==> src/rtl/mem_access_unit.sv <==
// MEM-stage data-memory access controller: req/ack handshake to data memory,
// little-endian store lane steering and load lane extraction with sign extension.
module mem_access_unit #(
  parameter int TIMEOUT_CYCLES = 64,
  parameter int CNT_WIDTH      = 7
) (
  input  logic        Clock,
  input  logic        Reset_n,
  input  logic        MemRead_In,
  input  logic        MemWrite_In,
  input  logic [1:0]  ByteSel_In,
  input  logic [31:0] ALUResult_In,
  input  logic [31:0] WriteData_In,
  output logic [31:0] ReadData_Out,
  output logic        Stall_Out,
  output logic        AlignErr_Out,
  output logic        AccessErr_Out,
  output logic        MemReq,
  output logic        MemWe,
  output logic [31:0] MemAddr,
  output logic [3:0]  MemBE,
  output logic [31:0] MemWData,
  input  logic        MemAck,
  input  logic [31:0] MemRData
);

  typedef enum logic [1:0] {
    S_IDLE = 2'd0,
    S_REQ  = 2'd1,
    S_DONE = 2'd2
  } state_t;

  localparam logic [CNT_WIDTH-1:0] LP_TMAX = CNT_WIDTH'(TIMEOUT_CYCLES - 1);

  state_t               r_state;
  state_t               w_next;
  logic [CNT_WIDTH-1:0] r_cnt;
  logic [1:0]           r_bsel;
  logic [1:0]           r_lane;

  logic        w_acc;
  logic        w_wr;
  logic        w_misal;
  logic        w_launch;
  logic        w_timeout;
  logic [3:0]  w_be;
  logic [31:0] w_wdata;

  function automatic logic [31:0] fmt_load(input logic [1:0]  bsel,
                                           input logic [1:0]  lane,
                                           input logic [31:0] rdata);
    logic [7:0]  b;
    logic [15:0] h;
    case (lane)
      2'd0:    b = rdata[7:0];
      2'd1:    b = rdata[15:8];
      2'd2:    b = rdata[23:16];
      default: b = rdata[31:24];
    endcase
    h = lane[1] ? rdata[31:16] : rdata[15:0];
    case (bsel)
      2'b00:   return rdata;
      2'b01:   return {{16{h[15]}}, h};
      2'b10:   return {{24{b[7]}}, b};
      default: return {24'd0, b};
    endcase
  endfunction

  // Byte accesses can never be misaligned; a write wins when both requests are set.
  assign w_acc     = MemRead_In | MemWrite_In;
  assign w_wr      = MemWrite_In;
  assign w_misal   = ((ByteSel_In == 2'b01) && ALUResult_In[0]) ||
                     ((ByteSel_In == 2'b00) && (ALUResult_In[1:0] != 2'b00));
  assign w_launch  = (r_state == S_IDLE) && w_acc && !w_misal;
  assign w_timeout = (r_cnt == LP_TMAX);

  always_comb begin
    w_be    = 4'hF;
    w_wdata = WriteData_In;
    if (w_wr) begin
      case (ByteSel_In)
        2'b00: begin
          w_be    = 4'hF;
          w_wdata = WriteData_In;
        end
        2'b01: begin
          w_be    = ALUResult_In[1] ? 4'b1100 : 4'b0011;
          w_wdata = {2{WriteData_In[15:0]}};
        end
        default: begin
          w_be    = 4'b0001 << ALUResult_In[1:0];
          w_wdata = {4{WriteData_In[7:0]}};
        end
      endcase
    end
  end

  always_ff @(posedge Clock or negedge Reset_n) begin
    if (!Reset_n) r_state <= S_IDLE;
    else          r_state <= w_next;
  end

  // Held in reset, the pipeline must see no stall even if an op sits on the inputs.
  always_comb begin
    w_next    = r_state;
    Stall_Out = 1'b0;
    case (r_state)
      S_IDLE: begin
        if (w_launch) begin
          w_next    = S_REQ;
          Stall_Out = Reset_n;
        end
      end
      S_REQ: begin
        Stall_Out = Reset_n;
        if (MemAck || w_timeout) w_next = S_DONE;
      end
      S_DONE:  w_next = S_IDLE;
      default: w_next = S_IDLE;
    endcase
  end

  always_ff @(posedge Clock or negedge Reset_n) begin
    if (!Reset_n) begin
      r_cnt         <= '0;
      r_bsel        <= 2'b00;
      r_lane        <= 2'b00;
      MemReq        <= 1'b0;
      MemWe         <= 1'b0;
      MemAddr       <= 32'd0;
      MemBE         <= 4'd0;
      MemWData      <= 32'd0;
      ReadData_Out  <= 32'd0;
      AlignErr_Out  <= 1'b0;
      AccessErr_Out <= 1'b0;
    end else begin
      AlignErr_Out  <= (r_state == S_IDLE) && w_acc && w_misal;
      AccessErr_Out <= 1'b0;
      case (r_state)
        S_IDLE: begin
          r_cnt <= '0;
          if (w_launch) begin
            MemReq   <= 1'b1;
            MemWe    <= w_wr;
            MemAddr  <= {ALUResult_In[31:2], 2'b00};
            MemBE    <= w_be;
            MemWData <= w_wdata;
            r_bsel   <= ByteSel_In;
            r_lane   <= ALUResult_In[1:0];
          end
        end
        S_REQ: begin
          r_cnt <= r_cnt + 1'b1;
          if (MemAck) begin
            MemReq <= 1'b0;
            if (!MemWe) ReadData_Out <= fmt_load(r_bsel, r_lane, MemRData);
          end else if (w_timeout) begin
            MemReq        <= 1'b0;
            AccessErr_Out <= 1'b1;
            if (!MemWe) ReadData_Out <= 32'd0;
          end
        end
        default: r_cnt <= '0;
      endcase
    end
  end

endmodule

==> config.mk <==
export PLATFORM = sky130hd
export DESIGN_NAME = mem_access_unit
export DESIGN_NICKNAME = d
export VERILOG_FILES = /design/src/rtl/mem_access_unit.sv
export SDC_FILE = /design/constraint.sdc
export NUM_CORES = 1
export LEC_CHECK = 0
export BUFFER_PORTS_ARGS = -buffer_cell sky130_fd_sc_hd__buf_2
export CAP_MARGIN = 20
export CORE_MARGIN = 3
export CORE_UTILIZATION = 39
export DETAILED_ROUTE_END_ITERATION = 12
export PLACE_DENSITY = 0.71
export SYNTH_ARGS = -nofsm -noshare
export SYNTH_HDL_FRONTEND = slang
export SYNTH_SLANG_ARGS = --single-unit
==> constraint.sdc <==
create_clock -name Clock -period 5.1 [get_ports Clock]
set_input_delay 0.255 -clock Clock [delete_from_list [all_inputs] [get_ports Clock]]
set_output_delay 0.255 -clock Clock [all_outputs]
set_load 0.05 [all_outputs]
==> results of run 1 <==
==> metrics by stage <==
step                total power (W)  cell area, um2  setup slack (ns)
floorplan                  0.003769            5370             2.869
global placement           0.004409            6486             2.392
detailed placement         0.004467            6486             2.263
CTS                        0.005719            7111             2.562
global route               0.005957            7111             2.430
finish                     0.005664            7111             2.575
==> Yosys cell counts, types with 2 or more instances <==
master     number
nor2_1         16
a22o_1         35
mux2_2         19
o21ai_1         2
nand3_1         3
nand2b_1        3
a222oi_1        7
nor2b_1         5
xor2_1          2
inv_1          20
a32o_1          7
a21oi_1        36
a21o_1          2
o2bb2ai_1       7
o21ai_0        20
nor3_1          2
mux2i_1        30
buf_4          11
clkbuf_1       15
buf_2           8
dfrtp_1       115
nand2_1        15
mux2_1         47
==> power by group through the flow <==
stage	clock network [W]	logic, W	registers, W
3_5_place_dp	0	0.00283	0.00164
4_1_cts	0.00125	0.00283	0.00163
2_1_floorplan	0	0.000896	0.00287
5_1_grt	0.00130	0.00297	0.00168
6_report	0.00123	0.00281	0.00163
3_3_place_gp	0	0.00279	0.00162
==> worst register-to-register path, stage by stage (launching register included) <==
cell,delay (ns)
dfrtp_1,0.41
nor3_2,0.18
buf_4,0.22
and2_2,0.72
buf_4,0.49
mux2_1,0.38
==> cell type report <==
cell class,count,area (um2)
inverter,21,78.83
sequential,115,2878
timing repair buffer,211,1076
clock buffer,20,456.7
multi-input combinational,277,2243
fill,1227,6237
clock inverter,10,157.7
tap,176,220.2
==> worst paths after layout <==
| path | to | slack, ns |
|---|---|---|
| max | MemAddr[28] | 2.58 |
| min | MemAddr[6] | 0.06 |
| max reg2reg | MemAddr[28] | 2.58 |
| min reg2reg | r_cnt[0] | 0.48 |
| max in group asynchronous | MemAddr[20] | 3.40 |
| min in group asynchronous | MemAddr[16] | 0.44 |
==> state kept, by name (all words and copies together) (netlist names), 2 cells and up <==
| register | count |
|---|---|
| MemBE | 4 |
| MemAddr | 30 |
| MemWData | 32 |
| r_lane | 2 |
| r_state | 2 |
| r_bsel | 2 |
| ReadData_Out | 32 |
| r_cnt | 7 |
==> kinds of logic (layout without fill, tap and decap cells) <==
| family | Yosys count | count (layout) | share of synthesized area, % |
|---|---|---|---|
| fa+ha+maj | 1 | 1 | 0.2331 |
| xor+xnor | 3 | 3 | 0.4897 |
| other cells | 1 | 2 | 0.06988 |
| flops | 115 | 115 | 53.63 |
| compound gates | 123 | 123 | 16.39 |
| buf+inv | 55 | 262 | 4.803 |
| mux | 97 | 97 | 19.86 |
| simple gates | 51 | 51 | 4.524 |
==> routing by layer <==
layer / vias up / share of wire (%)
met5: - / 0
met3: 17 / 8.6
met4: 0 / 1.1
met2: 202 / 48
met1: 2150 / 42
li1: 2026 / -
==> cell usage in the layout, fill, tap and decap left out, types with 2 or more instances in the layout <==
| cell type | instances |
|---|---|
| clkbuf_8 | 2 |
| nor2b_1 | 5 |
| nand3_1 | 3 |
| a21oi_1 | 36 |
| a22o_1 | 35 |
| a21o_1 | 2 |
| nand2b_1 | 3 |
| buf_2 | 204 |
| nor2_1 | 16 |
| dfrtp_1 | 115 |
| clkinv_2 | 3 |
| nand2_1 | 15 |
| o21ai_2 | 2 |
| clkbuf_16 | 17 |
| buf_4 | 6 |
| o21ai_0 | 20 |
| conb_1 | 2 |
| nor3_1 | 2 |
| mux2_2 | 19 |
| clkinvlp_4 | 3 |
| bufinv_16 | 4 |
| a222oi_1 | 7 |
| xor2_1 | 2 |
| a32o_1 | 7 |
| o2bb2ai_1 | 7 |
| mux2i_1 | 30 |
| inv_1 | 20 |
| mux2_1 | 47 |
==> flow_summary_export.csv, run 1 <==
group,metric,value,unit
sta,fin_crit_sh,49.51,%
floorplan,start_util,40.20,%
cts,post-cts-setup-buffer-count,0,
power,power_frac_clock,21.7,%
cts,cts_tree,"built",
power,vdd_drop_max,0.4864,mV
floorplan,fp.dieArea,15200,um2
logic_synthesis,synthCells,446,
placed_design,gp_congestion,0.8503,
min_path,hold_depth,2,
detailed_routing,routedWlPerCell,17.74,um
detailed_routing,ant_nets,0,
critical_path,cp.arrival,2.81,ns
power,p_sw_share,48.30,%
global_routing,grtUsageMet1,24.21,%
floorplan,pin_count,208,
critical_path,crit_required,5.38,ns
final_layout,finalCoreUtilization,53.27,%
cts,clkSinkCount,115,
power,p_switching,0.002735,W
critical_path,path_delay_family,"simple AND/OR/NAND/NOR gates",
floorplan,core.rowCount,42,
global_routing,grt_max_degree,64,
final_layout,layoutNonFillerInstCount,830,
logic_synthesis,ys_warn_count,0,
sta,rsz0062_at_grt,"no",
sta,final_max_slew_viol_count,0,
critical_path,crit_start,"r_state[0]",
global_routing,grt_pass1_vias,4469,
floorplan,die_h,123.3,um
global_routing,antenna_found_initial,0,
logic_synthesis,synth_edf_count,0,
critical_path,slowest_delay,0.71,ns
detailed_routing,drt-total-wl,14.73,mm
floorplan,core_area,13350,um2
logic_synthesis,yosys.area.top_type_share,53.63,%
detailed_routing,firstDrtPassIters,7,
cts,htreeDepth,4,
power,p_leak,3.498,nW
final_layout,layout.nets,747,
global_routing,use_met3,6.221,%
global_routing,grt_overflow,0,
sta,clock_skew,0.01003,ns
critical_path,crit_top_cell,"buf_4",
cts,clock_latency,0.41,ns
power,combPwrFrac,49.6,%
global_routing,use_met2,31.50,%
sta,fmax,0.3961,GHz
critical_path,reg2reg_depth,5,
logic_synthesis,synth_cell_type_count,42,
cts,cts_buffer_depth,2,
logic_synthesis,synth_ff_type,"dfrtp_1",
power,pwr-share-seq,28.7,%
sta,setup_viol,0,
logic_synthesis,syn_area,5366,um2
logic_synthesis,yosysSeqAreaShare,53.63,%
cts,cts_made_buffers,17,
critical_path,cp_num_cells,5,
logic_synthesis,yosysTopAreaCell,"dfrtp_1",
logic_synthesis,synth.area.top_cells,"dfrtp_1 (54%), mux2_1 (9.9%), a22o_1 (5.7%)",
power,p_per_area,796.5,nW/um2
sta,maxSlewHeadroom,32.59,%
sta,min_period,2.525,ns
critical_path,critPathCaptureType,"flop",
logic_synthesis,syn-mean-instance-area,12.03,um2
cts,cts_hold_buf,1,
global_routing,track_usage,19.35,%
sta,hold_slack,0.06321,ns
cts,cts_resized,0,
floorplan,die_width,123.3,um
global_routing,busiest_layer,"met2",
sta,hold_viol,0,
flow_run,cap_viol_max_count,0,
min_path,hold_path.startpoint,"ALUResult_In[6]",
placed_design,place_inst,799,
critical_path,cp_cell_sequence,"nor3_2 > buf_4 > and2_2 > buf_4 > mux2_1",
detailed_routing,drc,0,
logic_synthesis,synthArstFlopShare,100.0,%
final_layout,drive_above_1_share,40.83,%
logic_synthesis,synth_seq_cells,115,
power,p_int,0.002928,W
critical_path,rr_startpoint,"r_state[0]",
global_routing,grt_pass1_wl,22.58,mm
critical_path,critPathKind,"reg -> reg",
sta,worst_slew_pin_slew,1.011,ns
cts,clock-root-buffer,"clkbuf_16",
critical_path,crit_buf_inv,2,
critical_path,worstSetupStartpointType,"flop",
cts,clkTransAtPathRegs,0.05,ns
detailed_routing,vias_per_cell,5.295,
final_layout,n_antenna_cell,0,
sta,fin_tns_setup,0,ns
min_path,hp-class,"in -> reg",
status,outcome,"finished, final reports clean",
critical_path,cp_max_fo,35,
detailed_routing,drtIter0Drc,290,
critical_path,crit_path_top_delay_cell,"and2_2",
final_layout,syn2layout_area_growth,32.50,%
placed_design,portBuffers,205,
placed_design,place_hpwl,10.81,mm
detailed_routing,num_vias,4395,
No activity file was read; power rests on OpenSTA's default activity.
==> inputs of run 2 (changes only) <==
--- a/config.mk
+++ b/config.mk
@@ -10,7 +10,7 @@
 export CORE_MARGIN = 3
 export CORE_UTILIZATION = 39
 export DETAILED_ROUTE_END_ITERATION = 12
-export PLACE_DENSITY = 0.71
+export PLACE_DENSITY = 0.74
 export SYNTH_ARGS = -nofsm -noshare
 export SYNTH_HDL_FRONTEND = slang
 export SYNTH_SLANG_ARGS = --single-unit
==> constraint.sdc (replaced) <==
create_clock -name Clock -period 2 [get_ports Clock]
set_input_delay 0.1 -clock Clock [delete_from_list [all_inputs] [get_ports Clock]]
set_output_delay 0.1 -clock Clock [all_outputs]
set_load 0.05 [all_outputs]
==> run 2 against run 1 <==
Against the previous run: global-route usage rose by 2.1 points; critical path depth is 2 higher; sequential cell count unchanged; clock power rose by 150%; clock-buffer cell count grew 1.
==> flow_summary_export.csv, run 2 (synthesis results as in run 1) <==
group,metric,value,unit
critical_path,slowest_delay,0.52,ns
min_path,hp-class,"in -> reg",
sta,worst_slew_pin_slew,0.9095,ns
sta,maxSlewHeadroom,39.37,%
final_layout,n_antenna_cell,0,
critical_path,crit_path_top_delay_cell,"dlygate4sd3_1",
sta,rsz0062_at_grt,"no",
cts,htreeDepth,4,
final_layout,layout.nets,801,
detailed_routing,routedWlPerCell,18.05,um
placed_design,place_ws,0.2601,ns
floorplan,die_h,123.3,um
placed_design,place_hpwl,11.46,mm
cts,clkSinkCount,115,
final_layout,layoutNonFillerInstCount,884,
global_routing,grt_pass1_wl,24.74,mm
detailed_routing,ant_nets,0,
global_routing,grt_pass1_vias,4911,
power,p_per_area,1915,nW/um2
floorplan,die_width,123.3,um
final_layout,drive_above_1_share,39.41,%
final_layout,layout_commonest_cell,"buf_2",
status,outcome,"finished, final reports clean",
critical_path,cp_cell_sequence,"dlygate4sd3_1 > buf_2 > nor2b_1 > o21bai_2 > a21oi_1 > nor3b_2 > clkbuf_4",
global_routing,grt_max_degree,75,
floorplan,core.rowCount,42,
sta,min_period,1.936,ns
cts,cts_made_buffers,17,
sta,setup_viol,0,
floorplan,pin_count,208,
final_layout,stdcell_area,7636,um2
sta,fmax,0.5164,GHz
detailed_routing,drt-total-wl,15.95,mm
sta,worst_slack,0.06369,ns
cts,cts_buffer_depth,2,
detailed_routing,drc,0,
sta,fin_tns_setup,0,ns
critical_path,critPathCaptureType,"primary output",
placed_design,gp_congestion,0.8606,
power,p_leak,3.729,nW
critical_path,cp.arrival,1.84,ns
critical_path,path_delay_family,"buffers and inverters",
critical_path,cp_max_fo,8,
flow_run,cap_viol_max_count,0,
placed_design,portBuffers,205,
cts,post-cts-setup-buffer-count,0,
global_routing,antenna_found_initial,0,
critical_path,critPathKind,"in -> out",
floorplan,fp.dieArea,15200,um2
detailed_routing,firstDrtPassIters,5,
placed_design,placed_area,6603,um2
placed_design,place_inst,811,
sta,hold_viol,0,
sta,fin_crit_sh,96.82,%
detailed_routing,vias_per_cell,5.268,
global_routing,grt_overflow,0,
floorplan,start_util,40.20,%
final_layout,syn2layout_area_growth,42.29,%
floorplan,core_area,13350,um2
power,vdd_drop_max,1.004,mV
critical_path,crit_buf_inv,3,
global_routing,track_usage,21.45,%
final_layout,reg_top3,"MemWData: 32 flops, ReadData_Out: 32 flops, MemAddr: 30 flops",
sta,final_max_slew_viol_count,0,
final_layout,final_cell_mix,"buf_2 (203), dfrtp_1 (115), mux2_1 (47)",
power,total_power,0.01463,W
detailed_routing,num_vias,4657,
sta,clock_skew,0.01035,ns
critical_path,worstSetupStartpointType,"input pin",
cts,clock-root-buffer,"clkbuf_16",
cts,cts_tree,"built",
critical_path,crit_required,1.90,ns
cts,clock_latency,0.41,ns
detailed_routing,drtIter0Drc,282,
cts,clkTransAtPathRegs,0.05,ns
## run 2: cell count changes in the layout (fill, tap and decap cells not counted)
cell | previous run | this run
o21ai_2 | 2 | 1
clkinv_2 | 3 | 2
buf_4 | 6 | 16
clkinvlp_4 | 3 | 4
nor3b_1 | 1 | 0
buf_12 | 0 | 2
clkbuf_4 | 0 | 1
dlygate4sd3_1 | 1 | 43
bufinv_16 | 4 | 3
buf_2 | 204 | 203
clkbuf_8 | 2 | 3
nor3b_2 | 0 | 1
o21ai_1 | 0 | 1
## run 2: worst paths after layout
kind | depth (start not counted) | from | slack [ns] | to
max in group asynchronous | 3 | Reset_n | 0.85 | ReadData_Out[19]
worst min register to register | 1 | r_cnt[0] | 0.46 | r_cnt[0]
min in group asynchronous | 3 | Reset_n | 0.41 | MemBE[3]
worst max register to register | 4 | r_bsel[0] | 0.23 | ReadData_Out[0]
worst min-delay path | 3 | WriteData_In[19] | 0.008 | MemWData[19]
worst max-delay path | 7 | ByteSel_In[0] | 0.06 | Stall_Out
## run 2: through the flow
step	util [%]	hold slack [ns]
after floorplan	-	-0.1956
after global placement	49.47	0.2237
after detailed placement	49.47	0.2444
after CTS	57.19	0.0002495
after global routing	57.21	0.01644
final	57.21	0.008166
## run 2: cell type report
class | instances | area [um2]
sequential | 115 | 2878
timing repair buffer | 265 | 1614
clock inverter | 9 | 130.1
tap | 176 | 220.2
fill | 1127 | 5712
inverter | 21 | 78.83
multi-input combinational | 277 | 2245
clock buffer | 21 | 470.5
## run 2: power breakdown
group	switching (W)	internal (W)	total (W)
Clock	0.00102	0.00203	0.00306
Combinational	0.00540	0.00214	0.00754
Sequential	0.000653	0.00338	0.00403
Total	0.00708	0.00755	0.0146
## run 2: worst register-to-register path, delay by kind of cell, from the launching register on
family,cells,cell delay [ns]
AOI/OAI and AO/OA,2,0.54
and+or+nand+nor,2,0.49
DFF,1,0.61
## run 2: layer usage
layer  GRT usage (%)  up-vias  share of wire [%]
met5               0        -                  0
met4           8.927        0                2.3
li1                -     2127                  -
met1           25.46     2272                 41
met2           36.09      228                 49
met3           6.679       30                8.6
## run 2: what timing repair did
| item | in CTS | in global routing |
|---|---|---|
| endpoints found under the hold margin | 158 | 0 |
| endpoints found under the setup margin | 0 | 1 |
| hold buffers | 43 | 0 |
| gates resized for setup | 0 | 1 |
==> inputs of run 3 (changes only) <==
--- a/config.mk
+++ b/config.mk
@@ -10,7 +10,8 @@
 export CORE_MARGIN = 3
 export CORE_UTILIZATION = 39
 export DETAILED_ROUTE_END_ITERATION = 12
-export PLACE_DENSITY = 0.74
+export PLACE_DENSITY = 0.63
+export SLEW_MARGIN = 20
 export SYNTH_ARGS = -nofsm -noshare
 export SYNTH_HDL_FRONTEND = slang
 export SYNTH_SLANG_ARGS = --single-unit
==> constraint.sdc (replaced) <==
create_clock -name Clock -period 2.28 [get_ports Clock]
set_input_delay 0.114 -clock Clock [delete_from_list [all_inputs] [get_ports Clock]]
set_output_delay 0.114 -clock Clock [all_outputs]
set_load 0.05 [all_outputs]
==> run 3 against run 2 <==
Against the previous run: design area decreased by 1.0%; largest cell class unchanged; clock skew about the same; clock-buffer cell count increased by 1.
==> flow_summary_export.csv, run 3 (synthesis results as in run 1) <==
group,metric,value,unit
placed_design,portBuffers,205,
power,total_power,0.01264,W
critical_path,cp_max_fo,16,
final_layout,layout_commonest_cell,"buf_2",
global_routing,grt_max_degree,116,
critical_path,worstReg2RegEnd,"ReadData_Out[1]",
global_routing,track_usage,20.21,%
flow_run,cap_viol_max_count,0,
cts,cts_buffer_depth,2,
global_routing,grt_overflow,0,
floorplan,fp.dieArea,15200,um2
sta,clock_skew,0.01004,ns
critical_path,cp-endpoint,"Stall_Out",
sta,fin_tns_setup,0,ns
cts,cts_made_buffers,17,
power,p_leak,3.695,nW
detailed_routing,drtIter0Drc,232,
cts,clock-root-buffer,"clkbuf_16",
global_routing,antenna_found_initial,1,
global_routing,grt_pass1_wl,23.58,mm
floorplan,core_area,13350,um2
cts,htreeDepth,4,
critical_path,crit_path_top_delay_cell,"dlygate4sd3_1",
sta,fmax,0.4908,GHz
sta,min_period,2.038,ns
detailed_routing,drt-total-wl,15.18,mm
min_path,hp-class,"in -> reg",
critical_path,cp_cell_sequence,"dlygate4sd3_1 > buf_2 > nor2b_1 > o21bai_4 > a21oi_1 > nor3b_1 > buf_2",
floorplan,die_h,123.3,um
critical_path,crit_start,"ALUResult_In[1]",
critical_path,worstSetupStartpointType,"input pin",
cts,clock_latency,0.41,ns
final_layout,reg_top3,"MemWData: 32 flops, ReadData_Out: 32 flops, MemAddr: 30 flops",
cts,cts_tree,"built",
critical_path,rr_startpoint,"r_bsel[1]",
cts,clkTransAtPathRegs,0.06,ns
sta,hold_viol,0,
power,p_per_area,1672,nW/um2
critical_path,reg2reg_depth,4,
detailed_routing,firstDrtPassIters,5,
detailed_routing,drc,0,
critical_path,crit_required,2.17,ns
sta,maxSlewHeadroom,54.87,%
floorplan,start_util,40.20,%
final_layout,layout.nets,795,
critical_path,crit_top_cell,"buf_2",
global_routing,grt_pass1_vias,4531,
sta,rsz0062_at_grt,"no",
floorplan,pin_count,208,
final_layout,syn2layout_area_growth,40.87,%
placed_design,place_hpwl,10.70,mm
sta,setup_viol,0,
detailed_routing,routedWlPerCell,17.23,um
floorplan,die_width,123.3,um
sta,hold_slack,0.01894,ns
critical_path,cp.arrival,1.92,ns
critical_path,slowest_delay,0.54,ns
cts,clkSinkCount,115,
detailed_routing,num_vias,4495,
final_layout,drive_above_1_share,38.92,%
status,outcome,"finished, final reports clean",
sta,worst_slew_pin_slew,0.6755,ns
placed_design,gp_congestion,0.8265,
floorplan,core.rowCount,42,
critical_path,critPathCaptureType,"primary output",
detailed_routing,ant_nets,0,
critical_path,critPathKind,"in -> out",
detailed_routing,vias_per_cell,5.102,
sta,final_max_slew_viol_count,0,
sta,fin_crit_sh,89.37,%
critical_path,worst-r2r-setup-slack,0.28,ns
power,vdd_drop_max,0.9203,mV
final_layout,final_cell_mix,"buf_2 (204), dfrtp_1 (115), mux2_1 (47)",
final_layout,final.fill_count,1174,
-- run 3: layout make-up --
| class | instances | area, um2 | share of cell area (%) |
|---|---|---|---|
| flip-flops and latches | 115 | 2878 | 38.07 |
| multi-input cells | 277 | 2247 | 29.73 |
| repair buffers | 259 | 1562 | 20.66 |
| clock buffers | 22 | 464.2 | 6.140 |
| well taps | 176 | 220.2 | 2.913 |
| clock inverters | 10 | 107.6 | 1.423 |
| inverters | 21 | 78.83 | 1.043 |
| diodes | 1 | 2.502 | 0.03310 |
-- run 3: worst min-delay path by stage --
stage                                 from       endpoint  slack [ns]  cells past startpoint
final                     WriteData_In[16]   MemWData[16]        0.02                      3
after global routing       WriteData_In[4]    MemWData[4]        0.02                      2
after CTS                  WriteData_In[6]    MemWData[6]       0.001                      2
after detailed placement           Reset_n       r_cnt[1]        0.28                      2
after global placement             Reset_n       MemBE[0]        0.27                      2
after floorplan                    Reset_n  AccessErr_Out       -0.18                      0
-- run 3: where the power goes --
part           internal (W)  total (W)  leakage (nW)  switching [W]
combinational       0.00184    0.00658          2.03        0.00474
clock               0.00165    0.00255         0.276       0.000896
sequential          0.00296    0.00351          1.38       0.000548
total               0.00646     0.0126          3.69        0.00619
-- run 3: metrics by stage --
stage / utilization [%] / setup WS [ns] / instances / area (um2)
3_5_place_dp: 49.20 / 0.3114 / 807 / 6568
5_1_grt: 56.64 / 0.1062 / 881 / 7560
2_1_floorplan: - / 0.1901 / 447 / 5370
6_report: 56.64 / 0.2424 / 881 / 7560
4_1_cts: 56.49 / 0.02594 / 879 / 7540
3_3_place_gp: 49.20 / 0.3619 / 807 / 6568
-- run 3: critical path, delay by kind of cell --
| family | cells | cell delay, ns |
|---|---|---|
| buf+inv | 3 | 1.01 |
| compound gates | 2 | 0.47 |
| simple gates | 2 | 0.33 |
-- run 3: repair_timing --
item,in CTS,in global routing
setup buffers,0,0
resized for setup,0,1
hold buffers,40,1
hold endpoints to repair,155,1
setup endpoints to repair,0,1
-- run 3: metal layers --
| metal | track usage [%] | wire length (um) | part of all wire [%] |
|---|---|---|---|
| met1 | 25.95 | 6523 | 43 |
| met2 | 32.18 | 7147 | 47 |
| met3 | 7.365 | 1398 | 9.2 |
| met4 | 5.882 | 111 | 0.73 |
| met5 | 0 | 0 | 0 |
